`src/rtl/duty_ramp_if.sv`:
```
// Duty ramp control/status bundle: run/fault/target requests in, duty word
// and status flags out.
// The bus is a set of level signals sampled every clock; there is no
// valid/ready pair, every signal is meaningful on every cycle.
interface duty_ramp_if #(
    parameter int WIDTH = 10
);
    logic             en;
    logic             fault;
    logic [WIDTH-1:0] target;
    logic [WIDTH-1:0] d;
    logic             at_target;
    logic             fault_latched;
    logic             busy;
    logic [2:0]       state_dbg;

    modport master (
        output en, fault, target,
        input  d, at_target, fault_latched, busy, state_dbg
    );

    modport slave (
        input  en, fault, target,
        output d, at_target, fault_latched, busy, state_dbg
    );
endinterface

```
`src/rtl/duty_ramp.sv`:
```
// Slew-limited duty setpoint for the half-bridge PWM. Moves the duty word
// toward the clamped target by at most STEP per ramp tick, soft-stops to
// zero when the run request drops, and drops to zero at once on fault.
module duty_ramp #(
    parameter int WIDTH    = 10,
    parameter int STEP     = 1,
    parameter int TICK_DIV = 50000,
    parameter int DUTY_MAX = 1000
) (
    input logic        clk,
    input logic        rst,
    duty_ramp_if.slave bus
);
    localparam int               PW     = (TICK_DIV > 1) ? $clog2(TICK_DIV) : 1;
    localparam logic [WIDTH-1:0] MAX_W  = WIDTH'(DUTY_MAX);
    localparam logic [WIDTH:0]   STEP_W = (WIDTH+1)'(STEP);
    localparam logic [PW-1:0]    LAST   = PW'(TICK_DIV - 1);

    typedef enum logic [2:0] {
        IDLE  = 3'd0,
        RAMP  = 3'd1,
        HOLD  = 3'd2,
        STOP  = 3'd3,
        FAULT = 3'd4
    } state_t;

    state_t           state, state_n;
    logic [WIDTH-1:0] d_q, d_n;
    logic [PW-1:0]    pre, pre_n, pre_inc;
    logic [WIDTH-1:0] tgt;
    logic             tick;
    logic             at_target_q, fault_latched_q, busy_q;

    // One step of at most STEP toward goal; the difference is taken in
    // WIDTH+1 bits so it never wraps, and a close goal is landed on exactly.
    function automatic logic [WIDTH-1:0] step_toward(input logic [WIDTH-1:0] cur,
                                                     input logic [WIDTH-1:0] goal);
        logic [WIDTH:0] c;
        logic [WIDTH:0] g;
        logic [WIDTH:0] sum;
        c   = {1'b0, cur};
        g   = {1'b0, goal};
        sum = c + STEP_W;
        if (c < g) begin
            return ((g - c) <= STEP_W) ? goal : sum[WIDTH-1:0];
        end else begin
            return ((c - g) <= STEP_W) ? goal : cur - STEP_W[WIDTH-1:0];
        end
    endfunction

    // Clamped target and tick decode from the prescaler.
    always_comb begin
        tgt     = (bus.target > MAX_W) ? MAX_W : bus.target;
        tick    = (pre == LAST);
        pre_inc = tick ? '0 : pre + PW'(1);
    end

    // Next-state, next-duty and prescaler logic; fault overrides everything.
    always_comb begin
        state_n = state;
        d_n     = d_q;
        pre_n   = '0;
        case (state)
            IDLE: begin
                d_n = '0;
                if (bus.en) state_n = (tgt != '0) ? RAMP : HOLD;
            end
            RAMP: begin
                if (!bus.en) begin
                    // Soft stop keeps the running tick cadence.
                    state_n = STOP;
                    pre_n   = pre_inc;
                end else if (d_q == tgt) begin
                    state_n = HOLD;
                end else if (tick) begin
                    d_n = step_toward(d_q, tgt);
                    if (d_n == tgt) state_n = HOLD;
                end else begin
                    pre_n = pre_inc;
                end
            end
            HOLD: begin
                if (!bus.en)          state_n = (d_q == '0) ? IDLE : STOP;
                else if (tgt != d_q)  state_n = RAMP;
            end
            STOP: begin
                if (bus.en) begin
                    state_n = RAMP;
                end else if (d_q == '0) begin
                    state_n = IDLE;
                end else if (tick) begin
                    d_n = step_toward(d_q, '0);
                    if (d_n == '0) state_n = IDLE;
                end else begin
                    pre_n = pre_inc;
                end
            end
            FAULT: begin
                d_n = '0;
                // Re-arm only once the run request has been released.
                if (!bus.fault && !bus.en) state_n = IDLE;
            end
            default: begin
                state_n = IDLE;
                d_n     = '0;
            end
        endcase
        if (bus.fault) begin
            state_n = FAULT;
            d_n     = '0;
            pre_n   = '0;
        end
    end

    // State, duty and status registers; flags reflect the state being entered.
    always_ff @(posedge clk) begin
        if (rst) begin
            state           <= IDLE;
            d_q             <= '0;
            pre             <= '0;
            at_target_q     <= 1'b0;
            fault_latched_q <= 1'b0;
            busy_q          <= 1'b0;
        end else begin
            state           <= state_n;
            d_q             <= d_n;
            pre             <= pre_n;
            at_target_q     <= (state_n == HOLD);
            fault_latched_q <= (state_n == FAULT);
            busy_q          <= (state_n == RAMP) || (state_n == STOP);
        end
    end

    assign bus.d             = d_q;
    assign bus.at_target     = at_target_q;
    assign bus.fault_latched = fault_latched_q;
    assign bus.busy          = busy_q;
    assign bus.state_dbg     = state;
endmodule

```
`src/flat_wrapper.sv`:
```
// flat-port wrapper written by rule: the top's interface ports become plain ports
module duty_ramp_flat 
#(
    parameter int WIDTH    = 10,
    parameter int STEP     = 1,
    parameter int TICK_DIV = 50000,
    parameter int DUTY_MAX = 1000
)
  (clk, rst, bus_en, bus_fault, bus_target, bus_d, bus_at_target, bus_fault_latched, bus_busy, bus_state_dbg);
  duty_ramp_if #(.WIDTH(WIDTH)) bus_i ();
  input logic clk;
  input logic rst;
  input wire logic [$bits(bus_i.en)-1:0] bus_en;
  input wire logic [$bits(bus_i.fault)-1:0] bus_fault;
  input wire logic [$bits(bus_i.target)-1:0] bus_target;
  output wire logic [$bits(bus_i.d)-1:0] bus_d;
  output wire logic [$bits(bus_i.at_target)-1:0] bus_at_target;
  output wire logic [$bits(bus_i.fault_latched)-1:0] bus_fault_latched;
  output wire logic [$bits(bus_i.busy)-1:0] bus_busy;
  output wire logic [$bits(bus_i.state_dbg)-1:0] bus_state_dbg;
  assign bus_i.en = bus_en;
  assign bus_i.fault = bus_fault;
  assign bus_i.target = bus_target;
  assign bus_d = bus_i.d;
  assign bus_at_target = bus_i.at_target;
  assign bus_fault_latched = bus_i.fault_latched;
  assign bus_busy = bus_i.busy;
  assign bus_state_dbg = bus_i.state_dbg;
  duty_ramp #(.WIDTH(WIDTH), .STEP(STEP), .TICK_DIV(TICK_DIV), .DUTY_MAX(DUTY_MAX)) u_core (.clk(clk), .rst(rst), .bus(bus_i));
endmodule
```
`config.mk`:
```
export PLATFORM = sky130hd
export DESIGN_NAME = duty_ramp_flat
export DESIGN_NICKNAME = d
export VERILOG_FILES = /design/src/rtl/duty_ramp_if.sv /design/src/rtl/duty_ramp.sv /design/src/flat_wrapper.sv
export SDC_FILE = /design/constraint.sdc
export NUM_CORES = 1
export LEC_CHECK = 0
export CORE_UTILIZATION = 33
export CTS_CLUSTER_DIAMETER = 120
export DETAILED_ROUTE_END_ITERATION = 6
export GPL_TIMING_DRIVEN = 1
export PLACE_DENSITY = 0.59
export SLEW_MARGIN = 20
export SYNTH_ARGS = -nofsm -noshare
export SYNTH_HDL_FRONTEND = slang
export SYNTH_SLANG_ARGS = --single-unit
```
`constraint.sdc`:
```
create_clock -name clk -period 4 [get_ports clk]
set_input_delay 0.8 -clock clk [delete_from_list [all_inputs] [get_ports clk]]
set_output_delay 0.8 -clock clk [all_outputs]
set_load 0.03 [all_outputs]
```
## Yosys cells after proc, flatten, opt, wreduce, memory -nomap -nowiden

Cells that the tools add are included.

- Flip-flop bits (word level): 32
- Word-level logic and storage cells: 88
- Output and inout port bits: 16

- Add/sub/neg operators: 5
- Multiplexer cells: 43
- Bitwise operators: 1
- Equal/unequal tests: 18
- Reduce and logical (&&, ||, !) cells: 10
- Order comparisons: 5

Operator list:

| cell | number |
|---|---|
| $mux W10 | 19 |
| $mux W16 | 6 |
| $mux W3 | 13 |
| $pmux W16 S2 | 1 |
| $pmux W10 S3 | 1 |
| $le A11 B1 Y1 const B | 2 |
| $sub A10 B10 Y11 | 2 |
| $eq A10 B10 Y1 | 2 |
| $logic_not A10 Y1 | 2 |
| $add A16 B1 Y16 const B | 1 |
| $eq A16 B16 Y1 const B | 1 |
| $pmux W3 S5 | 1 |
| $eq A3 B2 Y1 const B | 4 |
| $add A10 B1 Y10 const B | 1 |
| $gt A10 B10 Y1 const B | 1 |
| $le A10 B1 Y1 const B | 1 |
| $lt A10 B10 Y1 | 1 |
| $ne A10 B10 Y1 | 1 |
| $reduce_bool A10 Y1 | 1 |
| $sub A10 B1 Y10 const B | 1 |
| $ne A2 B2 Y1 const B | 4 |
| $reduce_and A7 Y1 | 1 |
| $eq A3 B1 Y1 const B | 2 |
| $eq A3 B3 Y1 const B | 2 |
| other kinds (8) | 11 |

## Logic depth before layout (Yosys ltp)

Gate-level depths: netlist of the first run.

- Depth after elaboration: 19
- Depth in mapped cells: 18

## Least setup slack after synthesis of the first run

No wires, ideal clock.

- Path kind: input to register
- From: input bus_target[6]
- To: register u_core.at_target_q, in the netlist u_core.bus.at_target
- Required time: 3.866 ns
- Arrival time: 3.951 ns
- Slack: -0.085 ns
- Setup time: 0.134 ns
- Path buffers: 3
- Cell stages on the path: 16
- Cells stage by stage: buf_4 -> nand3_2 -> or2_1 -> buf_2 -> and2_1 -> clkbuf_1 -> ha_1 -> nor2b_1 -> o2111ai_1 -> a21oi_1 -> o41a_1 -> o221ai_4 -> o21bai_2 -> or4b_1 -> o2111ai_2 -> a311oi_1

- Word-level cells in the longest chain between the ends: 18

RTL lines:

| item | line | text |
|---|---|---|
| start, declared | flat_wrapper.sv:15 | `input wire logic [$bits(bus_i.target)-1:0] bus_target;` |
| $gt A10 B10 Y1 | duty_ramp.sv:53 | `tgt = (bus.target > MAX_W) ? MAX_W : bus.target;` |
| $mux W10 * | duty_ramp.sv:53 |  |
| $sub A10 B10 Y11 (on tied branches) | duty_ramp.sv:47, duty_ramp.sv:45 |  |
| $le A11 B1 Y1 (on tied branches) | duty_ramp.sv:47, duty_ramp.sv:45 |  |
| $mux W10 (on tied branches) | duty_ramp.sv:47, duty_ramp.sv:45 |  |
| $mux W10 | duty_ramp.sv:44 | `if (c < g) begin` |
| $mux W10 | duty_ramp.sv:75 | `end else if (tick) begin` |
| $mux W10 | duty_ramp.sv:73 | `end else if (d_q == tgt) begin` |
| [... 2 more ...] | n/a |  |
| $eq A10 B10 Y1 | duty_ramp.sv:77 | `if (d_n == tgt) state_n = HOLD;` |
| $mux W3 | duty_ramp.sv:77 |  |
| $mux W3 | duty_ramp.sv:75 |  |
| $mux W3 | duty_ramp.sv:73 |  |
| $mux W3 | duty_ramp.sv:69 | `if (!bus.en) begin` |
| $pmux W3 S5 * | duty_ramp.sv:63 | `case (state)` |
| $mux W3 * | duty_ramp.sv:108 | `if (bus.fault) begin` |
| $eq A3 B2 Y1 * | duty_ramp.sv:128 | `at_target_q <= (state_n == HOLD);` |
| end signal, assigned | duty_ramp.sv:128 |  |
| end, declared | duty_ramp.sv:32 | `logic at_target_q, fault_latched_q, busy_q;` |

Every way passes the cells marked *; elsewhere a longest branch is shown, timed or not. The select of a mux whose other input is x is not followed.
A chain may end at the register's enable or synchronous reset.

## Worst setup path after layout of the first run

- From: input bus_target[6]
- To: register u_core.state[0], in the netlist u_core.bus.state_dbg[0]

- Word-level cells in the longest chain between the ends: 17

RTL lines:

| item | line | text |
|---|---|---|
| $gt A10 B10 Y1 | duty_ramp.sv:53 |  |
| $mux W10 * | duty_ramp.sv:53 |  |
| $sub A10 B10 Y11 (on tied branches) | duty_ramp.sv:47, duty_ramp.sv:45 |  |
| $le A11 B1 Y1 (on tied branches) | duty_ramp.sv:47, duty_ramp.sv:45 |  |
| $mux W10 (on tied branches) | duty_ramp.sv:47, duty_ramp.sv:45 |  |
| $mux W10 | duty_ramp.sv:44 |  |
| $mux W10 | duty_ramp.sv:75 |  |
| $mux W10 | duty_ramp.sv:73 |  |
| $mux W10 | duty_ramp.sv:69 |  |
| $mux W10 | duty_ramp.sv:63 |  |
| $eq A10 B10 Y1 | duty_ramp.sv:77 |  |
| $mux W3 | duty_ramp.sv:77 |  |
| $mux W3 | duty_ramp.sv:75 |  |
| $mux W3 | duty_ramp.sv:73 |  |
| $mux W3 | duty_ramp.sv:69 |  |
| $pmux W3 S5 * | duty_ramp.sv:63 |  |
| $mux W3 * | duty_ramp.sv:108 |  |
| end signal, assigned | duty_ramp.sv:125 | `state <= state_n;` |
| end, declared | duty_ramp.sv:27 | `state_t state, state_n;` |

Marks and branches as above.

==> flow_metrics.env, run 1 <==
export IMPL_status="complete, no violations"
export IMPL_path_class="in2reg"
export IMPL_ys_top_cells_by_area="dfxtp_1, xnor2_1, ha_1"
export IMPL_synth_area_um2=3734
export IMPL_grt_usage=0.2210
export IMPL_clock_skew_ns=0.007806
export IMPL_ys_seq_area_frac=0.1716
export IMPL_routed_wl_um=12890
export IMPL_place_ws_ns=-0.6666
export IMPL_grt_pass1_wl_um=20270
export IMPL_hold_viol=0
export IMPL_clk_pin_slew_ns=0.06
export IMPL_ys_ff_latch=32
export IMPL_dp_cells=728
export IMPL_synth_cells=516
export IMPL_arrival_ns=4.06
export IMPL_area_delta_synth_final_pct=33.51
export IMPL_p_total_w=0.001059
export IMPL_cp_buffers_inverters=4
export IMPL_synth_async_sr_flop_share=0
export IMPL_final_nets=636
export IMPL_slew_headroom=0.5739
export IMPL_power_density_nw_per_um2=212.4
export IMPL_r2r_end="u_core.bus.state_dbg[0]"
export IMPL_synth_top_area_share=0.1716
export IMPL_fin_ws_ns=0.1603
export IMPL_crit_chain="dlygate4sd2_1 -> nand3_4 -> buf_4 -> nor2_4 -> a21oi_2 -> inv_1 -> ha_4 -> nand3_1 -> buf_4 -> o221ai_1 -> mux2_2 -> o221ai_4 -> o21bai_4 -> or4b_4 -> o2111ai_4 -> a32o_1"
export IMPL_drive_gt1_frac=0.2090
export IMPL_num_vias=4205
export IMPL_switching_share=0.2945
export IMPL_cts_root_buf="clkbuf_16"
export IMPL_grt_max_degree=18
export IMPL_cp_start_kind="input pin"
export IMPL_place_hpwl_um=10060
export IMPL_fmax_ghz=0.2604
export IMPL_maxCapViolCount=0
export IMPL_slew_violations=0
export IMPL_p_seq_frac=0.311
export IMPL_p_int_w=0.0007468
export IMPL_cts_sinks=32
export IMPL_power_frac_comb=0.283
export IMPL_drtAntennaViolNets=0
export IMPL_worstHoldEndpoint="u_core.pre[0]"
export IMPL_dieArea_um2=11740
export IMPL_cts_tree="done"
export IMPL_syn_nets=555
export IMPL_ir_worst_vdd_mv=0.2226
export IMPL_min_from="u_core.pre[0]"
export IMPL_reg2reg_slack_ns=0.72
export IMPL_hold_depth=1
export IMPL_die_w_um=108.4
export IMPL_clock_latency_ns=0.28
export IMPL_routedWlPerCell_um=17.47
export IMPL_core_um2=10940
export IMPL_gp_congestion=0.8937
export IMPL_antenna_cells=0
export IMPL_initial_utilization=0.3414
export IMPL_htree_levels=2
export IMPL_drcViolationCount=0
export IMPL_synth_edff_count=0
export IMPL_r2r_start="u_core.bus.d[2]"
export IMPL_dr_first_iter_drc_count=390
export IMPL_setup_viol=0
export IMPL_grt_pass1_vias=4014
export IMPL_worstPathMaxFanout=7
export IMPL_worst_pin_slew_ns=0.6382
export IMPL_p_leak_nw=1.857
export IMPL_grt_overflow=0
export IMPL_die_h_um=108.4
export IMPL_synth_ff_type="dfxtp_1"
export IMPL_critical_path_top_delay_family="compound AO/OA/AOI/OAI gates"
export IMPL_cp_required_ns=4.22
export IMPL_reg2regPathDepth=10
export IMPL_num_io_pins=30
export IMPL_fin_tns_setup_ns=0
export IMPL_yosysTopAreaCell="dfxtp_1"
export IMPL_yosysWarnings=0
export IMPL_rsz0062_at_grt="false"
export IMPL_port_buffer_count=29
export IMPL_slowest_stage="or4b_4"
export IMPL_layout_cells_non_filler=738
export IMPL_hold_path_class="reg2reg"
export IMPL_fp_row_count=38
export IMPL_crit_path_end_kind="flip-flop"
export IMPL_cts_buffers=5
export IMPL_power_switching_w=0.0003117
export IMPL_antenna_found_initial=0
export IMPL_cts_hold_buffers=0
export IMPL_clk_path_buf_depth=2
export IMPL_first_pass_iters=5
export IMPL_vias_per_cell=5.698
export IMPL_fin_crit_ns=3.840
export IMPL_p_clk_frac=0.407
export IMPL_slowest_delay_ns=0.51
export IMPL_postSynthAreaPerCell_um2=7.236
export IMPL_ys_types=70
export IMPL_crit_top_cell="buf_4"
export IMPL_fin_crit_sh=0.9599
[cell usage in the layout, fill, tap and decap left out, drive strengths merged, types with 8 or more instances in the layout]
cell type,synthesis,routed
xor2,14,14
nor2,46,46
nand4,11,11
dfxtp,32,32
clkdlybuf4s50,0,22
ha,23,23
o211ai,10,10
o21ai,37,37
a21oi,27,27
inv,27,27
xnor2,33,33
nor3,18,18
nand3,27,27
nand2,51,51
buf,15,82
clkbuf,22,8
[cell type report]
type | instances | area, µm²
inverter | 27 | 101.3
sequential | 32 | 640.6
clock inverter | 2 | 35.03
timing repair buffer | 111 | 939.7
tap | 140 | 175.2
clock buffer | 6 | 128.9
multi-input combinational | 420 | 2964
fill | 1135 | 5951
[cell families (layout without fill, tap and decap cells)]
kind of cell,count (synthesis),after routing,share of synthesized area
AOI/OAI and AO/OA,141,141,0.2751
xor gates and xnor gates,47,47,0.1103
adders and majority gates,25,25,0.08780
buffers and inverters,64,146,0.07004
DFF,32,32,0.1716
muxes,5,5,0.01407
and+or+nand+nor,202,202,0.2711
[worst reg2reg max path: stages, from the launching register on]
cell,delay [ns]
dfxtp_1,0.72
ha_1,0.43
nor2_2,0.17
a211oi_2,0.07
o41a_1,0.42
a21oi_2,0.17
o21ai_2,0.13
o21bai_4,0.23
or4b_4,0.51
o2111ai_4,0.14
a32o_1,0.22
[power by group through the flow]
stage	registers (W)	clock network [W]	logic [W]
2_1_floorplan	0.000342	0	0.000162
3_3_place_gp	0.000335	0	0.000280
3_5_place_dp	0.000335	0	0.000283
4_1_cts	0.000328	0.000438	0.000288
5_1_grt	0.000329	0.000448	0.000321
6_report	0.000329	0.000431	0.000299
[synthesized netlist by cell type (all sizes together), types with 3 or more instances]
library cell / instances
nand3: 27
mux2i: 3
nor4b: 4
clkbuf: 22
o211ai: 10
o31ai: 3
a21o: 6
nor2b: 7
nor4: 7
ha: 23
inv: 27
nand4: 11
o2111ai: 5
nand2: 51
nand2b: 6
a2111oi: 3
xnor2: 33
nor3b: 4
and2: 7
buf: 15
a31oi: 7
o21ai: 37
dfxtp: 32
a211oi: 5
and3: 7
nor2: 46
a311oi: 3
o221a: 3
nor3: 18
a21oi: 27
o221ai: 4
o22ai: 5
a32o: 6
xor2: 14
[how the worst max path moves through the flow]
stage	startpoint	end	slack, ns	depth (start not counted)
detailed placement	bus_target[7]	u_core.bus.d[9]	-0.67	14
global placement	bus_target[7]	u_core.bus.busy	-0.61	17
CTS	bus_target[7]	u_core.bus.busy	0.07	16
global route	bus_target[6]	u_core.bus.busy	0.004	16
finish	bus_target[6]	u_core.bus.state_dbg[0]	0.16	16
floorplan	bus_target[6]	u_core.bus.at_target	0.02	16
[timing repair]
action | in CTS | in global routing
gates cloned | 0 | 0
setup endpoints to repair | 14 | 13
setup buffers | 2 | 0
pin swaps | 6 | 8
resized for setup | 21 | 25
[state kept, by name, indices dropped and copies added, names as in the netlist]
name,count
u_core.pre,16
u_core.bus.busy,1
u_core.bus.state_dbg,3
u_core.bus.at_target,1
u_core.bus.d,10
u_core.bus.fault_latched,1
[metal layers]
layer	track usage	vias up	part of all wire
met5	0	-	0
met4	0.07625	0	0.020
met3	0.02411	25	0.050
met2	0.3913	163	0.50
met1	0.2762	1979	0.43
li1	-	2038	-
[per-stage QoR]
step                cell area (µm²)    util  hold slack [ns]
global placement               4688  0.4287           0.4289
CTS                            4915  0.4494           0.4507
floorplan                      3751       -           0.4132
detailed placement             4688  0.4287           0.4391
global route                   4985  0.4558           0.4696
finish                         4985  0.4558           0.4441
(Power assumes the default switching activity.)
==> run 2: changes to the inputs <==
- ABC_CLOCK_PERIOD_IN_PS: unset -> 4000
- SKIP_LAST_GASP: unset -> 1
- SLEW_MARGIN: 20 -> 40
==> results of run 2 <==
The final DEF is identical to that of run 1; final timing and power are the same.
